--- src/rtl/velocity_reg_bank.sv ---
// Bank of N signed (Vx, Vy) velocity pairs with addressed clamped writes,
// per-axis bounce negation and a registered one-cycle-latency readback port.
module velocity_reg_bank #(
  parameter int W      = 5,
  parameter int N      = 4,
  parameter int AW     = 2,
  parameter int VRESET = 1,
  parameter int VMAX   = 15
) (
  input  logic                 clk,
  input  logic                 reset,
  input  logic                 wr_en,
  input  logic [AW-1:0]        wr_addr,
  input  logic signed [W-1:0]  vx_in,
  input  logic signed [W-1:0]  vy_in,
  input  logic                 bounce_en,
  input  logic [AW-1:0]        bounce_addr,
  input  logic                 bounce_x,
  input  logic                 bounce_y,
  input  logic                 rd_en,
  input  logic [AW-1:0]        rd_addr,
  output logic signed [W-1:0]  vx_out,
  output logic signed [W-1:0]  vy_out,
  output logic                 rd_valid,
  output logic                 collision
);

  localparam logic signed [W-1:0] VMAX_P  = W'(VMAX);
  localparam logic signed [W-1:0] VMIN_P  = -VMAX_P;
  localparam logic signed [W-1:0] VRST_P  = W'(VRESET);
  localparam logic signed [W-1:0] ZERO_P  = '0;

  logic signed [W-1:0] vx_mem [N];
  logic signed [W-1:0] vy_mem [N];

  logic wr_in_range;
  logic bounce_in_range;
  logic rd_in_range;
  logic wr_go;
  logic bounce_go;
  logic same_target;

  // Addresses past the last object only exist when N is not a power of two.
  if (N == (1 << AW)) begin : g_full_range
    assign wr_in_range     = 1'b1;
    assign bounce_in_range = 1'b1;
    assign rd_in_range     = 1'b1;
  end else begin : g_partial_range
    assign wr_in_range     = (32'(wr_addr) < N);
    assign bounce_in_range = (32'(bounce_addr) < N);
    assign rd_in_range     = (32'(rd_addr) < N);
  end

  assign wr_go       = wr_en && wr_in_range;
  assign bounce_go   = bounce_en && bounce_in_range;
  assign same_target = wr_go && bounce_go && (wr_addr == bounce_addr);

  function automatic logic signed [W-1:0] clamp(input logic signed [W-1:0] v);
    if (v > VMAX_P) begin
      return VMAX_P;
    end
    if (v < VMIN_P) begin
      return VMIN_P;
    end
    return v;
  endfunction

  // Bounce is scheduled before the write so a same-address write overrides it;
  // readback samples the array before either update lands.
  always_ff @(posedge clk or posedge reset) begin
    if (reset) begin
      for (int i = 0; i < N; i++) begin
        vx_mem[i] <= VRST_P;
        vy_mem[i] <= VRST_P;
      end
      vx_out    <= ZERO_P;
      vy_out    <= ZERO_P;
      rd_valid  <= 1'b0;
      collision <= 1'b0;
    end else begin
      rd_valid  <= rd_en;
      collision <= same_target;

      if (rd_en) begin
        if (rd_in_range) begin
          vx_out <= vx_mem[rd_addr];
          vy_out <= vy_mem[rd_addr];
        end else begin
          vx_out <= ZERO_P;
          vy_out <= ZERO_P;
        end
      end

      if (bounce_go && !same_target) begin
        if (bounce_x) begin
          vx_mem[bounce_addr] <= -vx_mem[bounce_addr];
        end
        if (bounce_y) begin
          vy_mem[bounce_addr] <= -vy_mem[bounce_addr];
        end
      end

      if (wr_go) begin
        vx_mem[wr_addr] <= clamp(vx_in);
        vy_mem[wr_addr] <= clamp(vy_in);
      end
    end
  end

endmodule
--- config.mk ---
export PLATFORM = sky130hd
export DESIGN_NAME = velocity_reg_bank
export DESIGN_NICKNAME = d
export VERILOG_FILES = /design/src/rtl/velocity_reg_bank.sv
export SDC_FILE = /design/constraint.sdc
export NUM_CORES = 1
export LEC_CHECK = 0
export ABC_AREA = 1
export CELL_PAD_IN_SITES_DETAIL_PLACEMENT = 2
export CELL_PAD_IN_SITES_GLOBAL_PLACEMENT = 2
export CORE_UTILIZATION = 34
export CTS_CLUSTER_DIAMETER = 100
export DETAILED_ROUTE_END_ITERATION = 8
export PLACE_DENSITY_LB_ADDON = 0.1
export SETUP_SLACK_MARGIN = 0.15
export SLEW_MARGIN = 20
export SYNTH_ARGS = -nofsm -noshare
export SYNTH_HDL_FRONTEND = slang
export SYNTH_SLANG_ARGS = --single-unit
--- constraint.sdc ---
create_clock -name clk -period 3.3 [get_ports clk]
set_clock_uncertainty 0.2 [all_clocks]
set_input_delay 0.66 -clock clk [delete_from_list [all_inputs] [get_ports clk]]
set_output_delay 0.66 -clock clk [all_outputs]
set_load 0.005 [all_outputs]
==> results of run 1 <==
how the worst max path moves through the flow:
stage / start / endpoint / slack (ns)
2_1_floorplan: bounce_addr[1] / vy_mem[9] / 1.14
3_5_place_dp: bounce_addr[1] / vy_mem[12] / 0.26
6_report: bounce_addr[1] / vy_mem[2] / 0.54
4_1_cts: bounce_addr[1] / vy_mem[2] / 0.57
5_1_grt: bounce_addr[1] / vy_mem[2] / 0.37
3_3_place_gp: bounce_addr[1] / vy_mem[2] / 0.40
critical path, delay by kind of cell:
family / cells / cell delay (ns)
fa+ha+maj: 1 / 0.22
buf+inv: 4 / 0.90
simple gates: 9 / 1.05
per-layer routing:
layer / GRT usage / share of wire / vias up / wire length (um)
met5: 0 / 0 / - / 0
met4: 0.05510 / 0.0093 / 0 / 126
met3: 0.03133 / 0.042 / 11 / 569
met2: 0.4357 / 0.47 / 94 / 6374
met1: 0.3704 / 0.48 / 1918 / 6532
li1: - / - / 1775 / -
cells by family after synthesis:
| kind of cell | share of synthesized area |
|---|---|
| compound gates | 0.1347 |
| xor+xnor | 0.002481 |
| fa+ha+maj | 0.01417 |
| buf+inv | 0.1021 |
| flops | 0.3714 |
| simple gates | 0.3753 |
metrics by stage:
stage                     worst slack, ns  cell area [um2]  total power [uW]  hold WS [ns]    util
after floorplan                     1.138             3531              1295        0.2600       -
after global placement             0.4004             4028              1546        0.2802  0.4064
after detailed placement           0.2588             4028              1591        0.2929  0.4064
after CTS                          0.5653             4118              2002        0.3121  0.4155
after global routing               0.3695             4118              2111        0.3308  0.4155
final                              0.5352             4118              1993        0.3120  0.4155
layout make-up:
type                            count  area [um2]
Fill cell                        1232        5792
Tap cell                          133       166.4
Timing Repair Buffer               49       465.4
Sequential cell                    52        1311
Multi-Input combinational cell    395        1859
Inverter                           60       225.2
Clock buffer                        8       90.09
registers in the layout, indices dropped and copies added, names as in the netlist:
| signal | count |
|---|---|
| vx_mem | 20 |
| vy_mem | 20 |
| vy_out | 5 |
| vx_out | 5 |
| rd_valid | 1 |
| collision | 1 |
report_power, final:
group          total [uW]  internal, uW  switching, uW
Sequential            918           774            144
Clock                 403           172            231
Combinational         672           258            414
Total                1990          1200            789
cell usage in the layout (no fill, tap or decap), drive strengths merged, types with 4 or more instances in the layout:
cell type,instances
clkbuf,8
nor2,76
ha,4
nand2,151
a21oi,43
nand4,8
clkdlybuf4s50,34
inv,58
a31oi,10
o211ai,5
buf,15
dfrtp,44
nand3,65
dfstp,8
o21ai,27
==> qor.yml, run 1 <==
wl_per_cell_um: 19.52
cts_max_level: 2
yosys-top-cells-count: "nand2_1 (146), nor2_1 (65), nand3_1 (63)"
ioPinCount: 35
drv_cap: 0
cts_setup_buffers: 0
path_clk_slew_ns: 0.10
rsz0062_at_grt: "no"
cts_repair_resize_count: 0
seq_area_frac_synth: 0.3714
rr_startpoint: "vy_mem[5]"
synth_edf_count: 0
antenna_left: 0
fin_nets: 590
finalHoldViolations: 0
worst_pin_slew_ns: 0.8951
track_usage: 0.2638
avgSynthCellArea_um2: 6.687
dr.pass1.iters: 4
path_cells: "clkdlybuf4s50_1 -> buf_4 -> nor2_4 -> nand2_1 -> nand2_1 -> nor2_2 -> ha_1 -> inv_1 -> nor2_1 -> nor2_1 -> nand2_1 -> nand3_1 -> nand2_1 -> inv_1"
drt-initial-drc-count: 165
synth.most_common_cell: "nand2_1"
timing.fmax_ghz: 0.3617
cpMaxStageDelayCell: "clkdlybuf4s50_1"
start_util: 0.3563
maxSlewViolCount: 0
grt_pass1_wl_um: 22220
endpoint_kind: "register"
relSlewSlack: 0.4024
p_leak_uw: 0.001989
fin_crit_sh: 0.8378
arrival_ns: 2.83
critPathMaxStageDelay_ns: 0.54
ys.flop_type: "dfrtp_1"
setup_viol: 0
antenna_cells: 0
cp_common_cell: "nand2_1"
yosysTopAreaCell: "dfrtp_1"
crit_required_ns: 3.37
vias_per_cell: 5.449
worstSetupStartpointType: "input pin"
netlist_area_um2: 3531
grt_pass1_vias: 4095
holdBufCountCts: 0
worstHoldEndpoint: "vy_mem[0]"
synthCells: 528
detailed_place_hpwl_um: 10570
drt-total-wl_um: 13600
period_minus_slack_ns: 2.765
reg2regPathDepth: 11
area_delta_synth_final_pct: 16.62
numPortBuffers: 34
rows: 36
die_w_um: 103.9
grt_max_degree: 40
synth_top_area_share: 0.3118
antenna_found_initial: 0
min_path_type: "register to register"
clk_latency_ns: 0.32
status: "finished clean"
core-area_um2: 9910
syn-num-nets: 555
final_layout_size_suffix_gt1_frac: 0.09220
cts.sinks: 52
tns_ns: 0
critPathKind: "input pin to register"
die_h_um: 103.9
cts-root-buf: "clkbuf_8"
dieArea_um2: 10800
ys_warn_count: 0
async_flop_share: 1.000
cts_tree: "done"
overflow: 0
ys_ff_latch: 52
fin_cells: 697
whs_path_depth: 2
ir_worst_vdd_uv: 221.6
worstHoldStart: "vy_mem[0]"
dp_cells: 689
vias: 3798
drc: 0
clockBufferDepth: 2
reg2reg_to: "vy_mem[2]"
cellPowerDensity_nw_per_um2: 483.9
gp_congestion: 0.8274
reg2reg_slack_ns: 1.30
crit_path_max_fanout: 11
ys_top_cells_by_area: "dfrtp_1 (31%), nand2_1 (16%), nand3_1 (8.9%), nor2_1 (6.9%), a21oi_1 (6.1%)"
numCtsBuffers: 5
synth.distinct_cells: 29
No activity file was read; power rests on OpenSTA's default activity.
==> inputs of run 2 (changes only) <==
CORE_UTILIZATION = 32   (was 34)
clock period = 2.7 ns   (was 3.3 ns; I/O delays follow)
==> run 2 against run 1 <==
Net effect:
- via count fell by 1.3%
- critical path type unchanged
- sequential share of layout area fell by 1.1 points
- hold slack improved by 0.00070 ns
- largest cell class unchanged
==> qor.yml, run 2 (same netlist as run 1, synthesis figures left out) <==
grt_use_met1: 0.3763  # was 0.3704
final_common_cell: "nand2_1"  # unchanged
postLayoutCellArea_um2: 4267  # was 4118 um2
arrival_ns: 2.34  # was 2.83 ns
vias_per_cell: 5.267  # was 5.449
die_h_um: 107.0  # was 103.9 um
holdBufCountCts: 0  # unchanged
vias: 3750  # was 3798
fin_crit_sh: 0.8408
dieArea_um2: 11460  # was 10800 um2
dp_cells: 703  # was 689
crit_path_max_fanout: 4  # was 11
rsz0062_at_grt: "no"  # unchanged
cts-root-buf: "clkbuf_8"  # unchanged
drt-initial-drc-count: 191  # was 165
grt_max_degree: 53  # was 40
clockBufferDepth: 2  # unchanged
area_delta_synth_final_pct: 20.84  # was 16.62%
antenna_cells: 0  # unchanged
drt-total-wl_um: 14230  # was 13600 um
wl_per_cell_um: 19.98  # was 19.52 um
ioPinCount: 35  # unchanged
start_util: 0.3360  # was 0.3563
overflow: 0  # unchanged
die_w_um: 107.0  # was 103.9 um
ir_worst_vdd_uv: 233.4  # was 221.6 uV
status: "finished clean"  # unchanged
cts_max_level: 2  # unchanged
crit_required_ns: 2.77  # was 3.37 ns
setup_viol: 0  # unchanged
maxSlewViolCount: 0  # unchanged
antenna_left: 0  # unchanged
critPathKind: "input pin to register"  # unchanged
relSlewSlack: 0.5722  # was 0.4024
grt_use_met2: 0.4253  # was 0.4357
drc: 0  # unchanged
worst_pin_slew_ns: 0.6410  # was 0.8951 ns
place_area_um2: 4126  # was 4028 um2
rows: 37  # was 36
top_regs: "vx_mem: 20 flops, vy_mem: 20 flops"  # unchanged
period_minus_slack_ns: 2.270
grt_pass1_wl_um: 22900  # was 22220 um
dr.pass1.iters: 4  # unchanged
worstSetupStartpointType: "input pin"  # unchanged
core-area_um2: 10510  # was 9910 um2
numPortBuffers: 34  # unchanged
gp_congestion: 0.8407  # was 0.8274
cp_common_cell: "nor2_1"  # was nand2_1
clk_latency_ns: 0.34  # was 0.32 ns
fin_cells: 712  # was 697
final_cell_mix: "nand2_1 (146), nor2_1 (63), nand3_1 (62)"  # was nand2_1 (146), nor2_1 (65), nand3_1 (63)
cts_tree: "done"  # unchanged
final_layout_size_suffix_gt1_frac: 0.1181  # was 0.09220
endpoint_kind: "register"  # unchanged
finalHoldViolations: 0  # unchanged
path_cells: "clkdlybuf4s50_1 -> o41ai_1 -> ha_1 -> nor2_1 -> nor2_1 -> a21oi_1"  # was clkdlybuf4s50_1 -> buf_4 -> nor2_4 -> nand2_1 -> nand2_1 -> nor2_2 -> ha_1 -> inv_1 -> nor2_1 -> nor2_1 -> nand2_1 -> nand3_1 -> nand2_1 -> inv_1
globalRouteMet3Util: 0.04438  # was 0.03133
path_buf_inv: 1  # was 4
antenna_found_initial: 0  # unchanged
track_usage: 0.2659  # was 0.2638
timing.fmax_ghz: 0.4405
grt_pass1_vias: 4073  # was 4095
critPathMaxStageDelay_ns: 0.43  # was 0.54 ns
p_leak_uw: 0.002082  # was 0.001989 uW
cellPowerDensity_nw_per_um2: 597.2  # was 483.9 nW/um2
crit_family: "compound AO/OA/AOI/OAI gates"  # was simple AND/OR/NAND/NOR gates
drv_cap: 0  # unchanged
busiest_layer: "met2"  # unchanged
min_path_type: "register to register"  # unchanged
cts.sinks: 52  # unchanged
numCtsBuffers: 5  # unchanged
fin_nets: 602  # was 590
cpMaxStageDelayCell: "clkdlybuf4s50_1"  # unchanged
path_clk_slew_ns: 0.11  # was 0.10 ns
detailed_place_hpwl_um: 11160  # was 10570 um
run 2: changes by cell type in the layout (fill, tap and decap cells not counted), sizes merged:
cell and delta:
buf +12, clkbuf -2, clkdlybuf4s50 -2, dlymetal6s2s +2, bufinv +1, clkinv +1
run 2: path summary, 6_finish.rpt:
check | depth (start not counted) | slack [ns] | startpoint | to
setup / recovery | 6 | 0.43 | vy_in[1] | vy_mem[3]
hold / removal | 2 | 0.31 | vy_mem[0] | vy_mem[0]
setup reg to reg | 10 | 0.78 | vy_mem[5] | vy_mem[2]
hold reg to reg | 2 | 0.31 | vy_mem[0] | vy_mem[0]
max in group asynchronous | 3 | 1.63 | reset | vx_mem[5]
min in group asynchronous | 3 | 0.38 | reset | vx_mem[7]
run 2: cell type report:
| type | instances | area (um2) |
|---|---|---|
| multi-input combinational | 395 | 1879 |
| timing repair buffer | 61 | 573.1 |
| inverter | 60 | 225.2 |
| tap | 136 | 170.2 |
| fill | 1266 | 6242 |
| clock buffer | 6 | 72.57 |
| clock inverter | 2 | 35.03 |
| sequential | 52 | 1311 |
run 2: worst min-delay path, delay by kind of cell (launching register included):
| kind | cells | cell delay, ns |
|---|---|---|
| compound gates | 1 | 0.06 |
| buf+inv | 1 | 0.06 |
| flops | 1 | 0.39 |
run 2: power breakdown:
group	internal, uW	leakage (uW)	switching, uW	total [uW]
sequential	946	0.000592	184	1130
combinational	334	0.00143	510	845
clock	276	0.0000552	297	573
total	1560	0.00208	991	2550
run 2: stage by stage:
stage | hold WS (ns) | worst slack (ns) | util | TNS, ns | power [uW]
global placement | 0.2866 | -0.02178 | 0.3927 | -0.03346 | 1917
CTS | 0.3181 | 0.2144 | 0.4029 | 0 | 2559
detailed placement | 0.3025 | -0.1360 | 0.3927 | -0.7111 | 1970
global route | 0.3378 | 0.3236 | 0.4060 | 0 | 2709
finish | 0.3127 | 0.4298 | 0.4060 | 0 | 2548
floorplan | 0.2600 | 0.6583 | - | 0 | 1583
run 2: repair_timing:
item / 4_1_cts / 5_1_grt
gates resized for setup: 0 / 7
buffers inserted: 0 / 1
endpoints found under the setup margin: 0 / 10
run 2: layer usage:
metal	part of all wire	wire (um)	vias to the layer above
met1	0.51	7200	1887
li1	-	-	1800
met2	0.46	6507	54
met5	0	0	-
met4	0.0090	128	0
met3	0.028	392	9
==> inputs of run 3 (changes only) <==
CORE_UTILIZATION = 29   (was 32)
clock period = 1.8 ns   (was 2.7 ns; I/O delays follow)
==> run 3 against run 2 <==
Net effect:
- the run now ends with DRC, setup timing left
- sequential share of layout area is 8.1 points lower
- setup slack worse by 0.61 ns
- combinational power grew to 2.7 times the previous value
- clock power is 120% higher
- register-to-register slack worse by 0.96 ns
- hold slack worse by 0.052 ns
- utilization is 9.1 points higher
- via count is 23% higher
- critical path type is now register to register
==> qor.yml, run 3 (same netlist as run 1, synthesis figures left out) <==
status: "finished with violations"  # was finished clean
violations: "DRC, setup timing"
multiInputGateArea_um2: 2581  # was 1879 um2
dr.pass1.iters: 6  # was 4
fin_cells: 798  # was 712
maxSlewViolCount: 0  # unchanged
holdBufCountCts: 0  # unchanged
cts_max_level: 2  # unchanged
dp_worst_setup_slack_ns: -0.7222  # was -0.1360 ns
worst_pin_slew_ns: 0.4268  # was 0.6410 ns
gp_congestion: 0.8471  # was 0.8407
arrival_ns: 2.01  # was 2.34 ns
critPathKind: "register to register"  # was input pin to register
seqPwrFrac: 0.333  # was 0.444
ioPinCount: 35  # unchanged
cts_tree: "done"  # unchanged
fillerInstances: 1251  # was 1266
final_layout_size_suffix_gt1_frac: 0.4565  # was 0.1181
cts-root-buf: "clkbuf_16"  # was clkbuf_8
antenna_cells: 0  # unchanged
antenna_left: 0  # unchanged
seqCellArea_um2: 1314  # was 1311 um2
die_w_um: 112.3  # was 107.0 um
crit_required_ns: 1.83  # was 2.77 ns
top_regs: "vx_mem: 20 flops, vy_mem: 20 flops"  # unchanged
intPower_uw: 3015  # was 1556 uW
numCtsBuffers: 5  # unchanged
setup_viol: 16  # was 0
cts.sinks: 52  # unchanged
clk_latency_ns: 0.33  # was 0.34 ns
clkPwrFrac: 0.237  # was 0.225
cellPowerDensity_nw_per_um2: 904.0  # was 597.2 nW/um2
final_cell_mix: "nand2_1 (106), buf_4 (75), nor2_1 (46)"  # was nand2_1 (146), nor2_1 (63), nand3_1 (62)
finalHoldViolations: 0  # unchanged
ir_worst_vdd_uv: 593.2  # was 233.4 uV
swShare: 0.4250  # was 0.3891
p_leak_uw: 0.002694  # was 0.002082 uW
place_area_um2: 4509  # was 4126 um2
worstSetupStartpointType: "register"  # was input pin
drt-total-wl_um: 21820  # was 14230 um
power_frac_comb: 0.430  # was 0.332
rows: 39  # was 37
crit_path_max_fanout: 4  # unchanged
fin_nets: 681  # was 602
endpoint_kind: "register"  # unchanged
setup.worst_path.start: "vy_mem[0]"  # was vy_in[1]
detailed_place_hpwl_um: 12040  # was 11160 um
timing.fmax_ghz: 0.5044
grt_pass1_vias: 4710  # was 4073
setup_ws_ns: -0.1827  # was 0.4298 ns
wl_per_cell_um: 27.34  # was 19.98 um
path_clk_slew_ns: 0.08  # was 0.11 ns
drv_cap: 0  # unchanged
start_util: 0.3028  # was 0.3360
period_minus_slack_ns: 1.983
drc: 4  # was 0
grt_pass1_wl_um: 27530  # was 22900 um
final_common_cell: "nand2_1"  # unchanged
track_usage: 0.2932  # was 0.2659
fin_crit_sh: 1.101
grt_max_degree: 53  # unchanged
rsz0062_at_grt: "yes"  # was no
dieArea_um2: 12620  # was 11460 um2
antenna_found_initial: 0  # unchanged
numPortBuffers: 34  # unchanged
relSlewSlack: 0.7150  # was 0.5722
area_delta_synth_final_pct: 64.28  # was 20.84%
overflow: 0  # unchanged
design_power_total_uw: 5244  # was 2548 uW
drt-initial-drc-count: 463  # was 191
postLayoutCellArea_um2: 5801  # was 4267 um2
rr_startpoint: "vy_mem[0]"  # was vy_mem[5]
min_path_type: "input pin to asynchronous set/reset pin"  # was register to register
switchingPower_uw: 2228  # was 991.5 uW
reg2regPathDepth: 10  # unchanged
die_h_um: 112.3  # was 107.0 um
core-area_um2: 11660  # was 10510 um2
clockBufferDepth: 2  # unchanged
vias_per_cell: 5.767  # was 5.267
dp_cells: 750  # was 703
vias: 4602  # was 3750
## run 3: cell types whose count changed in the layout (fill, tap and decap cells not counted), moves of 11 or more
cell             delta
nand2_1            -40
buf_4              +50
nand2_2            +30
inv_1              -11
clkdlybuf4s50_1    -28
dlygate4sd2_1      +16
buf_6              +18
nand3_1            -43
nor2_4             +14
nor2_1             -17
a21oi_1            -20
nand3_2            +33
a21oi_2            +19
## run 3: cell type report
class	count	area share
Clock inverter	2	0.006687
Tap cell	143	0.03085
Clock buffer	6	0.02394
Sequential cell	52	0.2265
Timing Repair Buffer	137	0.2179
Inverter	60	0.04551
Timing Repair inverter	3	0.003667
Multi-Input combinational cell	395	0.4450
## run 3: path summary, 6_finish.rpt
path	end	slack (ns)
max	vy_mem[12]	-0.18
min	vy_out[4]	0.26
max reg2reg	vy_mem[12]	-0.18
min reg2reg	vy_mem[0]	0.33
max in group asynchronous	vx_mem[2]	0.83
min in group clk	vx_mem[12]	0.30
## run 3: power by group through the flow
| stage | combinational (uW) | sequential [uW] | clock, uW |
|---|---|---|---|
| 2_1_floorplan | 839 | 1580 | 0 |
| 3_3_place_gp | 1420 | 1680 | 0 |
| 3_5_place_dp | 1490 | 1680 | 0 |
| 4_1_cts | 1780 | 1670 | 1240 |
| 5_1_grt | 2360 | 1750 | 1290 |
| 6_report | 2260 | 1740 | 1240 |
## run 3: per-stage QoR
stage	utilization	hold WS (ns)	TNS [ns]
2_1_floorplan	-	0.1914	0
6_report	0.4974	0.2608	-0.9320
3_3_place_gp	0.3867	0.2936	-21.83
4_1_cts	0.4552	0.2882	0
5_1_grt	0.4974	0.3098	-1.638
3_5_place_dp	0.3867	0.3073	-24.59
## run 3: timing repair
item,4_1_cts,5_1_grt
setup endpoints to repair,52,43
setup buffers,21,16
endpoints found under the hold margin,0,0
gates cloned,1,2
pin swaps,67,74
gates resized for setup,169,111
## run 3: routing by layer
metal / track usage / up-vias / routed length, um
li1: - / 1971 / -
met1: 0.3883 / 2337 / 9128
met2: 0.4824 / 228 / 10550
met3: 0.04914 / 66 / 1395
met4: 0.1049 / 0 / 746
met5: 0 / - / 0
## run 3: worst max-delay path: stages (launching register included)
cell	delay (ns)
dfstp_2	0.56
nand3_2	0.11
nand2_2	0.11
nor2_4	0.06
ha_4	0.18
nor2_2	0.18
nor2_4	0.09
nand2_1	0.11
nand3_1	0.14
nand2_1	0.10
inv_1	0.04
